<file path="src/rtl/uart_rx.sv">
// uart_rx: UART receiver, 1 start, DATA_WIDTH data bits LSB first, 1 stop.
// Ports: clk, rst (sync high), rx_i serial in, rx_ready_o idle flag,
//   data_o last good word, data_valid_o / frame_err_o 1-cycle strobes.
module uart_rx #(
  parameter int CLK_FREQ   = 100_000_000,
  parameter int BAUD_RATE  = 115200,
  parameter int DATA_WIDTH = 8
) (
  input  logic                  clk,
  input  logic                  rst,
  input  logic                  rx_i,
  output logic                  rx_ready_o,
  output logic [DATA_WIDTH-1:0] data_o,
  output logic                  data_valid_o,
  output logic                  frame_err_o
);

  localparam int BAUD_CNT = CLK_FREQ / BAUD_RATE;
  localparam int HALF_CNT = BAUD_CNT / 2;
  localparam int CW = $clog2(BAUD_CNT);
  localparam int BW = (DATA_WIDTH > 1) ? $clog2(DATA_WIDTH) : 1;

  localparam logic [2:0] S_IDLE  = 3'd0;
  localparam logic [2:0] S_START = 3'd1;
  localparam logic [2:0] S_DATA  = 3'd2;
  localparam logic [2:0] S_STOP  = 3'd3;
  localparam logic [2:0] S_BREAK = 3'd4;

  logic [2:0]            state;
  logic [1:0]            sync;
  logic                  rx_sync;
  logic [CW-1:0]         cnt;
  logic [CW-1:0]         lim;
  logic                  tick;
  logic [BW-1:0]         bit_idx;
  logic [DATA_WIDTH-1:0] shreg;

  assign rx_sync    = sync[1];
  assign rx_ready_o = (state == S_IDLE);

  // START waits half a bit so later ticks land mid-bit
  assign lim  = (state == S_START) ? CW'(HALF_CNT - 1)
                                   : CW'(BAUD_CNT - 1);
  assign tick = (cnt == lim);

  always_ff @(posedge clk) begin
    if (rst) begin
      state        <= S_IDLE;
      sync         <= 2'b11;
      cnt          <= '0;
      bit_idx      <= '0;
      shreg        <= '0;
      data_o       <= '0;
      data_valid_o <= 1'b0;
      frame_err_o  <= 1'b0;
    end else begin
      sync         <= {sync[0], rx_i};
      data_valid_o <= 1'b0;
      frame_err_o  <= 1'b0;
      cnt          <= cnt + 1'b1;
      case (state)
        S_IDLE: begin
          cnt <= '0;
          if (!rx_sync) state <= S_START;
        end
        S_START: begin
          if (tick) begin
            cnt     <= '0;
            bit_idx <= '0;
            state   <= rx_sync ? S_IDLE : S_DATA;
          end
        end
        S_DATA: begin
          if (tick) begin
            cnt   <= '0;
            shreg <= {rx_sync, shreg[DATA_WIDTH-1:1]};
            if (bit_idx == BW'(DATA_WIDTH - 1))
              state <= S_STOP;
            else
              bit_idx <= bit_idx + 1'b1;
          end
        end
        S_STOP: begin
          if (tick) begin
            cnt <= '0;
            if (rx_sync) begin
              data_o       <= shreg;
              data_valid_o <= 1'b1;
              state        <= S_IDLE;
            end else begin
              frame_err_o <= 1'b1;
              state       <= S_BREAK;
            end
          end
        end
        S_BREAK: begin
          // a held-low line must go high before a new start
          cnt <= '0;
          if (rx_sync) state <= S_IDLE;
        end
        default: begin
          cnt   <= '0;
          state <= S_IDLE;
        end
      endcase
    end
  end

endmodule

</file>
<file path="config.mk">
export PLATFORM = sky130hd
export DESIGN_NAME = uart_rx
export DESIGN_NICKNAME = d
export VERILOG_FILES = /design/src/rtl/uart_rx.sv
export SDC_FILE = /design/constraint.sdc
export NUM_CORES = 1
export LEC_CHECK = 0
export CORE_AREA = 2 2 71 73
export DETAILED_ROUTE_END_ITERATION = 10
export DIE_AREA = 0 0 73 75
export PLACE_DENSITY = 0.59
export SLEW_MARGIN = 0
export SYNTH_ARGS = -nofsm -noshare
export SYNTH_HDL_FRONTEND = slang
export SYNTH_SLANG_ARGS = --single-unit
</file>
<file path="constraint.sdc">
create_clock -name clk -period 5.28 [get_ports clk]
set_input_delay 0.792 -clock clk [delete_from_list [all_inputs] [get_ports clk]]
set_output_delay 0.792 -clock clk [all_outputs]
set_load 0.03 [all_outputs]
</file>
After elaboration in Yosys (flattened, before gate mapping)
Cells that the tools add are included.
W data, S select, Z words.
{"block": "totals", "inputBits": 3, "ff_bits": 36, "output_inout_bits": 11, "elab_cells": 51}
{"block": "classes", "n_eq_ne": 13, "n_reduce_logical": 9, "add_sub_neg": 2, "bitwise_logic": 3, "muxes": 16}
{"op": "$mux W3", "count": 10}
{"op": "$pmux W3 S5", "count": 1}
{"op": "$ne A2 B2 Y1 const B", "count": 7}
{"op": "$add A10 B1 Y10 const B", "count": 1}
{"op": "$eq A10 B10 Y1", "count": 1}
{"op": "$mux W10", "count": 1}
{"op": "$reduce_or A3 Y1", "count": 3}
{"op": "$eq A3 B2 Y1 const B", "count": 2}
{"op": "$eq A3 B3 Y1 const B", "count": 2}
{"op": "$pmux W3 S2", "count": 1}
{"op": "$reduce_and A6 Y1", "count": 1}
{"op": "$reduce_and A4 Y1", "count": 1}
{"op": "$add A3 B1 Y3 const B", "count": 1}
{"op": "$eq A3 B1 Y1 const B", "count": 1}
{"op": "$logic_not A3 Y1", "count": 1}
{"op": "$not A1 Y1", "count": 3}
{"op": "$reduce_and A3 Y1", "count": 1}
{"op": "$mux W1", "count": 2}
{"op": "$mux W2", "count": 1}
{"op": "$reduce_and A2 Y1", "count": 1}
{"op": "$reduce_bool A2 Y1", "count": 1}

Logic depth before layout (Yosys ltp)
Gate-level depths: netlist of the first run.
{"block": "depth", "word_depth": 5, "depth_mapped": 7, "mapped_depth_nobuf": 5}

Least setup slack after synthesis of the first run
No wires, ideal clock.
{"block": "synth_timing", "path_type": "register to output", "start": "register state[1]", "end": "output rx_ready_o", "arrival_ns": 1.064, "path_buffers": 1, "stages_incl_launch_ff": 3, "path_slack_ns": 3.424, "cell_sequence": "dfxtp_1 buf_6 nor3_1"}
{"block": "synth_via", "elab_chain_len": 1}
{"element": "from (decl)", "line_no": "29", "rtl": "logic [2:0] state;"}
{"element": "from (signal assigned)", "line_no": "70", "rtl": "state <= rx_sync ? S_IDLE : S_DATA;"}
{"element": "$logic_not A3 Y1", "line_no": "39", "rtl": "assign rx_ready_o = (state == S_IDLE);"}
{"element": "to (decl)", "line_no": "12", "rtl": "output logic rx_ready_o,"}
No other way between the ends.

Final worst setup path of the first run
{"block": "layout_timing", "start": "register state[0]", "end": "register cnt[5]"}
{"block": "layout_via", "elab_chain_len": 4, "word_cells_on_any_way": 8}
{"element": "$eq A3 B1 Y1 / $eq A3 B2 Y1 (equally long branches)", "line_no": "42, 61"}
{"element": "$mux W10 / $reduce_or A3 Y1 (equally long branches)"}
{"element": "$eq A10 B10 Y1 / $not A1 Y1 (equally long branches)"}
{"element": "$reduce_or A3 Y1 (no source line) *"}
{"element": "to (signal assigned)", "line_no": "60", "rtl": "cnt <= cnt + 1'b1;"}
{"element": "to (decl)", "line_no": "32", "rtl": "logic [CW-1:0] cnt;"}
Mark *: on every way between the ends. The rest lies on a longest branch, timed or not.
A chain may end at the register's enable or synchronous reset.

==> results.md, run 1 <==
| Result | Reported | Unit |
| --- | --- | --- |
| IR drop worst, VDD | 0.000204 | V |
| R2R Path Start | state[0] | - |
| Number of iterations in the first detailed-routing pass | 4 | - |
| Power Dens Cells | 285 | nW/um^2 |
| Worst rel slew slack | 26.8 | % |
| Initial core utilization | 34.3 | % |
| Total CTS buffers | 5 | - |
| Most instantiated flip-flop cell in the synthesis netlist | sky130_fd_sc_hd__dfxtp_1 | - |
| Std-Cell Core Area | 4660 | um^2 |
| Pin count of the biggest net entering global routing | 21 | - |
| First-pass GRT wire length | 5000 | um |
| Max_cap viols | 0 | - |
| Die boundary height | 75 | um |
| Width of the chip | 73 | um |
| Total routed wirelength | 3020 | um |
| Transition time of the tightest slew-check pin | 1070 | ps |
| Final Util | 39.7 | % |
| Ratio of final minimum period to clock period | 46.7 | % |
| Minimum clock period | 2470 | ps |
| Area delta synth->final | 15.7 | % |
| Average footprint of a synthesized cell | 9.30 | um^2 |
| Initial antenna violation count | 0 | - |
| Drt first-iter violations | 54 | - |
| Max-slew violations | 0 | - |
| Leading post-synthesis cells by instance count | sky130_fd_sc_hd__dfxtp_1 (36), sky130_fd_sc_hd__nand2_1 (16), sky130_fd_sc_hd__nor2_1 (14) | - |
| Area share of the leading cell type in the synthesized netlist | 45.1 | % |
| Clock tree from TritonCTS | yes | - |
| Boundary Pins | 14 | - |
| Aggregate negative setup slack | 0 | ps |
| Pre-CTS setup slack | 2700 | ps |
| Diode insertion count for antenna repair | 0 | - |
| Launch point of the critical path | state[0] | - |
| Count of final hold-check violations | 0 | - |
| # placed instances | 228 | - |
| Arrival time reported for the critical path endpoint | 2640 | ps |
| Kind of start point of the critical path | flip-flop | - |
| Number of warnings issued by yosys | 0 | - |
| Root buffer selected by CTS | sky130_fd_sc_hd__clkbuf_8 | - |
| Number of different library cells in the post-synthesis netlist | 36 | - |
| Number of instances resized during post-cts repair | 0 | - |
| Vias in the first global route | 1086 | - |
| Worst-path fanout max | 11 | - |
| Post-Route Skew | 11.1 | ps |
| Leakage component of the power | 0.692 | nW |
| Post-synthesis register bit count | 36 | - |
| Post-CTS repair timing setup buffer count | 0 | - |
| FP Rows | 25 | - |
| Via total after detailed routing | 1217 | - |
| Post-layout instance area | 1850 | um^2 |
| Most used standard cell by instance count after synthesis | sky130_fd_sc_hd__dfxtp_1 | - |
| CTS H-Tree Depth | 2 | - |
| Number of cells produced by synthesis | 172 | - |
| Area of the die | 5480 | um^2 |
| Final #Nets | 187 | - |
| Total clock sinks | 36 | - |
| Port Buf Inserts | 13 | - |
| Half-perimeter wire length after placement | 1980 | um |
| Async SR Flop Fraction | 0 | % |
| DRC errors left | 0 | - |
| Hold buffer count at cts | 0 | - |
| Synthesized Nets | 178 | - |
| Endpoint required time on the critical path | 5450 | ps |
| Type of the tightest min-delay check | flip-flop to flip-flop | - |
| Number of buffers between clock root and the deepest sink | 2 | - |
| Filler cells | 479 | - |
| EDFF count, synth | 0 | - |
| WL/cell | 12.8 | um |
| Syn Std Cell Area | 1600 | um^2 |
| Setup crit end kind | flip-flop | - |
| Total global-route track usage | 12.2 | % |
| Fmax | 405 | MHz |
| Number of failing setup endpoints in the final timing report | 0 | - |
| Worst Path Class, Setup | flip-flop to flip-flop | - |
| Clock input transition at the sequential cells of the worst setup and hold paths | 70 | ps |
| Proportion of synthesized chip area in sequential cells | 45.1 | % |
| Post-synthesis cell type with the largest combined area | sky130_fd_sc_hd__dfxtp_1 | - |
| Min setup slack post-route | 2810 | ps |
| Non-filler instance count after layout | 236 | - |
| Routability Congestion | 0.747 | - |
| Via-per-instance ratio | 5.16 | - |
| Fraction of layout cells with a size suffix above 1 | 8.79 | % |
| Later-pin clock latency in the skew report | 300 | ps |
| Unrepaired setup endpoints after global routing | false | - |
| Worst Hold Launch | sync[0] | - |
| Leading cell types by total area after synthesis | sky130_fd_sc_hd__dfxtp_1 (45%), sky130_fd_sc_hd__mux2i_1 (6.9%), sky130_fd_sc_hd__nand2_1 (3.8%) | - |
| Count of nets left with antenna violations after detail routing | 0 | - |
| Outcome | complete, no violations | - |
| Global route total overflow | 0 | - |
| Placed Instance Area | 1740 | um^2 |
==> cell type report <==
class                      instances  area [um^2]  area share (%)
multi-input combinational        121          806            43.5
sequential                        36          721            38.9
clock inverter                     3         42.5            2.30
clock buffer                       5         68.8            3.72
tap                               54         67.6            3.65
timing repair buffer              13          130            7.03
inverter                           4         15.0           0.811
==> layer usage <==
layer / wire length (um) / part of all wire [%] / track usage (%) / vias to the layer above
met1: 1540 / 51 / 15.5 / 558
met2: 1300 / 43 / 18.2 / 23
li1: - / - / - / 629
met3: 92 / 3.0 / 3.61 / 7
met4: 79 / 2.6 / 7.41 / 0
met5: 0 / 0 / 0 / -
==> worst paths after layout <==
path | to | slack [ps] | cells after the start
max | cnt[5] | 2810 | 4
min | sync[1] | 420 | 1
min reg2reg | sync[1] | 420 | 1
max reg2reg | cnt[5] | 2810 | 4
==> worst max-delay path: stages (launching register included) <==
cell                       delay, ps
sky130_fd_sc_hd__dfxtp_1         440
sky130_fd_sc_hd__or3b_1          480
sky130_fd_sc_hd__mux2i_1         850
sky130_fd_sc_hd__a2111o_1        490
sky130_fd_sc_hd__nor2_1           90
==> per-stage QoR <==
step | hold slack (ps) | power [mW]
2_1_floorplan | 389 | 0.289
3_5_place_dp | 408 | 0.292
3_3_place_gp | 399 | 0.292
4_1_cts | 420 | 0.535
5_1_grt | 434 | 0.547
6_report | 417 | 0.527
==> cell families (layout without fill, tap and decap cells) <==
kind of cell | after synthesis | after routing | synth area share (%)
adders and majority gates | 3 | 3 | 2.35
muxes | 13 | 13 | 8.76
AOI/OAI and AO/OA | 25 | 25 | 9.31
DFF | 36 | 36 | 45.1
and+or+nand+nor | 72 | 72 | 25.6
buffers and inverters | 15 | 25 | 4.54
xor gates and xnor gates | 8 | 8 | 4.38
==> placed cells by master (no fill, tap or decap), drive strengths merged, types with 4 or more instances in the layout <==
cell type      netlist  routed
mux2i               11      11
nor3                 6       6
nand2               16      16
xnor2                5       5
nand3                7       7
clkbuf               5       5
dfxtp               36      36
and3                 4       4
clkdlybuf4s50        0      13
inv                  4       4
nand4                9       9
a21oi               10      10
nor2                14      14
o21ai                9       9
==> flip-flops by register name (all words and copies together), names as in the netlist <==
register,flops
data_valid_o,1
state,3
frame_err_o,1
data_o,8
cnt,10
bit_idx,3
shreg,8
sync,2
==> report_power, final <==
part | internal (mW) | switching (mW) | total (mW) | leakage, nW
registers | 0.273 | 0.00149 | 0.274 | 0.290
logic | 0.00459 | 0.00725 | 0.0118 | 0.347
clock network | 0.140 | 0.101 | 0.241 | 0.0541
No activity file was read; power rests on OpenSTA's default activity.
==> run 2: changes to the inputs <==
==> constraint.sdc (replaced) <==
create_clock -name clk -period 2.45 [get_ports clk]
set_input_delay 0.3675 -clock clk [delete_from_list [all_inputs] [get_ports clk]]
set_output_delay 0.3675 -clock clk [all_outputs]
set_load 0.03 [all_outputs]
==> results.md, run 2 (synthesized netlist as in run 1, its figures left out) <==
| Result | Reported | Unit |
| --- | --- | --- |
| Outcome | complete, no violations | - |
| Diode insertion count for antenna repair | 0 | - |
| Largest register FFs | 10 | - |
| CTS H-Tree Depth | 2 | - |
| Aggregate negative setup slack | 0 | ps |
| Register containing the most flip-flops in the final layout | cnt | - |
| Destination of the critical timing path | rx_ready_o | - |
| Total clock sinks | 36 | - |
| Ratio of final minimum period to clock period | 81.1 | % |
| Count of nets left with antenna violations after detail routing | 0 | - |
| Cell depth of the worst setup path | 2 | - |
| Area of the die | 5480 | um^2 |
| Min setup slack post-route | 462 | ps |
| Worst rel slew slack | 61.6 | % |
| Half-perimeter wire length after placement | 2050 | um |
| Die boundary height | 75 | um |
| Total routed wirelength | 2950 | um |
| Leading cell types in the layout, fill and taps excluded | sky130_fd_sc_hd__dfxtp_1 (36), sky130_fd_sc_hd__nand2_1 (16), sky130_fd_sc_hd__nor2_1 (14) | - |
| Fraction of layout cells with a size suffix above 1 | 9.78 | % |
| Total CTS buffers | 5 | - |
| Switching power share of the total | 20.6 | % |
| Clock tree from TritonCTS | yes | - |
| Internal Pwr Total | 899 | uW |
| Max_cap viols | 0 | - |
| Most common library cell in the layout ignoring fill and taps | sky130_fd_sc_hd__dfxtp_1 | - |
| Kind of start point of the critical path | flip-flop | - |
| Worst Path Class, Setup | flip-flop to output pin | - |
| Root buffer selected by CTS | sky130_fd_sc_hd__clkbuf_8 | - |
| Endpoint required time on the critical path | 2080 | ps |
| Vias in the first global route | 1122 | - |
| Number of iterations in the first detailed-routing pass | 4 | - |
| Post-route total power | 1.13 | mW |
| First-pass GRT wire length | 5080 | um |
| IR drop worst, VDD | 0.000412 | V |
| Count of final hold-check violations | 0 | - |
| Initial core utilization | 34.3 | % |
| Boundary Pins | 14 | - |
| Minimum clock period | 1990 | ps |
| Cell breakdown of the critical path | nor3_1 -> clkdlybuf4s50_1 | - |
| Arrival time reported for the critical path endpoint | 1620 | ps |
| Combinational fraction of design power | 2.4 | % |
| Type of the tightest min-delay check | flip-flop to flip-flop | - |
| Crit path buf inv count | 1 | - |
| Power Dens Cells | 607 | nW/um^2 |
| Max-slew violations | 0 | - |
| Setup crit end kind | output pin | - |
| Fmax | 503 | MHz |
| Registers with the most flip-flops | cnt x10, data_o x8, shreg x8 | - |
| Global route total overflow | 0 | - |
| Transition time of the tightest slew-check pin | 576 | ps |
| DRC errors left | 0 | - |
| Leakage component of the power | 0.702 | nW |
| Number of buffers between clock root and the deepest sink | 2 | - |
| Slowest library cell on the worst path | sky130_fd_sc_hd__clkdlybuf4s50_1 | - |
| Cells on Worst Hold Path | 1 | - |
| Sequential power share | 52.1 | % |
| R2R Path Start | state[1] | - |
| Drt first-iter violations | 87 | - |
| Unrepaired setup endpoints after global routing | false | - |
| Later-pin clock latency in the skew report | 290 | ps |
| Clock input transition at the sequential cells of the worst setup and hold paths | 80 | ps |
| Std-Cell Core Area | 4660 | um^2 |
| Port Buf Inserts | 13 | - |
| Pre-CTS setup slack | 497 | ps |
| Hold buffer count at cts | 0 | - |
| Via total after detailed routing | 1201 | - |
| Stage delay of the slowest cell on the critical path | 710 | ps |
| R2r setup slk | 510 | ps |
| Launch point of the critical path | state[2] | - |
| Pin count of the biggest net entering global routing | 17 | - |
| Post-Route Skew | 11.7 | ps |
| Via-per-instance ratio | 5.05 | - |
| Initial antenna violation count | 0 | - |
| Final Util | 40.0 | % |
| Post-CTS repair timing setup buffer count | 0 | - |
| Crit path max-delay family | buffers and inverters | - |
| Area delta synth->final | 16.7 | % |
| Total global-route track usage | 12.2 | % |
| Worst reg2reg path endpoint | bit_idx[0] | - |
| Width of the chip | 73 | um |
| FP Rows | 25 | - |
| Switching power | 233 | uW |
| Final #Nets | 189 | - |
| Routability Congestion | 0.721 | - |
| Number of failing setup endpoints in the final timing report | 0 | - |
| WL/cell | 12.4 | um |
| Logic depth of the worst register-to-register path | 4 | - |
| Worst-path fanout max | 9 | - |
| Clock network fraction of total power | 45.4 | % |
| Number of instances resized during post-cts repair | 0 | - |
[run 2: worst min path at each step]
stage                     endpoint    start  slack, ps
after detailed placement   sync[1]  sync[0]        400
after global routing       sync[1]  sync[0]        420
after CTS                  sync[1]  sync[0]        410
after global placement     sync[1]  sync[0]        390
final                      sync[1]  sync[0]        410
after floorplan            sync[1]  sync[0]        390
[run 2: per-stage QoR]
step	instances	cell area, um^2	hold slack, ps
2_1_floorplan	172	1600	389
3_3_place_gp	230	1750	393
3_5_place_dp	230	1750	396
4_1_cts	238	1870	412
5_1_grt	238	1870	419
6_report	238	1870	410
[run 2: power by group through the flow]
stage                     Clock [mW]  Sequential (mW)  Combinational, mW
after floorplan                    0            0.603             0.0196
after CTS                      0.532            0.590             0.0279
after global placement             0            0.604             0.0281
after detailed placement           0            0.604             0.0279
after global routing           0.551            0.591             0.0304
final                          0.515            0.591             0.0274
[run 2: area by class of cell]
cell class	count	area, um^2
clock buffer	5	68.8
clock inverter	3	42.5
fill	471	2800
inverter	4	15.0
multi-input combinational	121	806
sequential	36	721
tap	54	67.6
timing repair buffer	15	145
[run 2: metal layers]
metal	global-route usage, %	vias up	wire length (um)
met2	18.1	15	1240
li1	-	627	-
met1	16.1	554	1580
met3	4.02	5	89
met5	0	-	0
met4	5.56	0	46
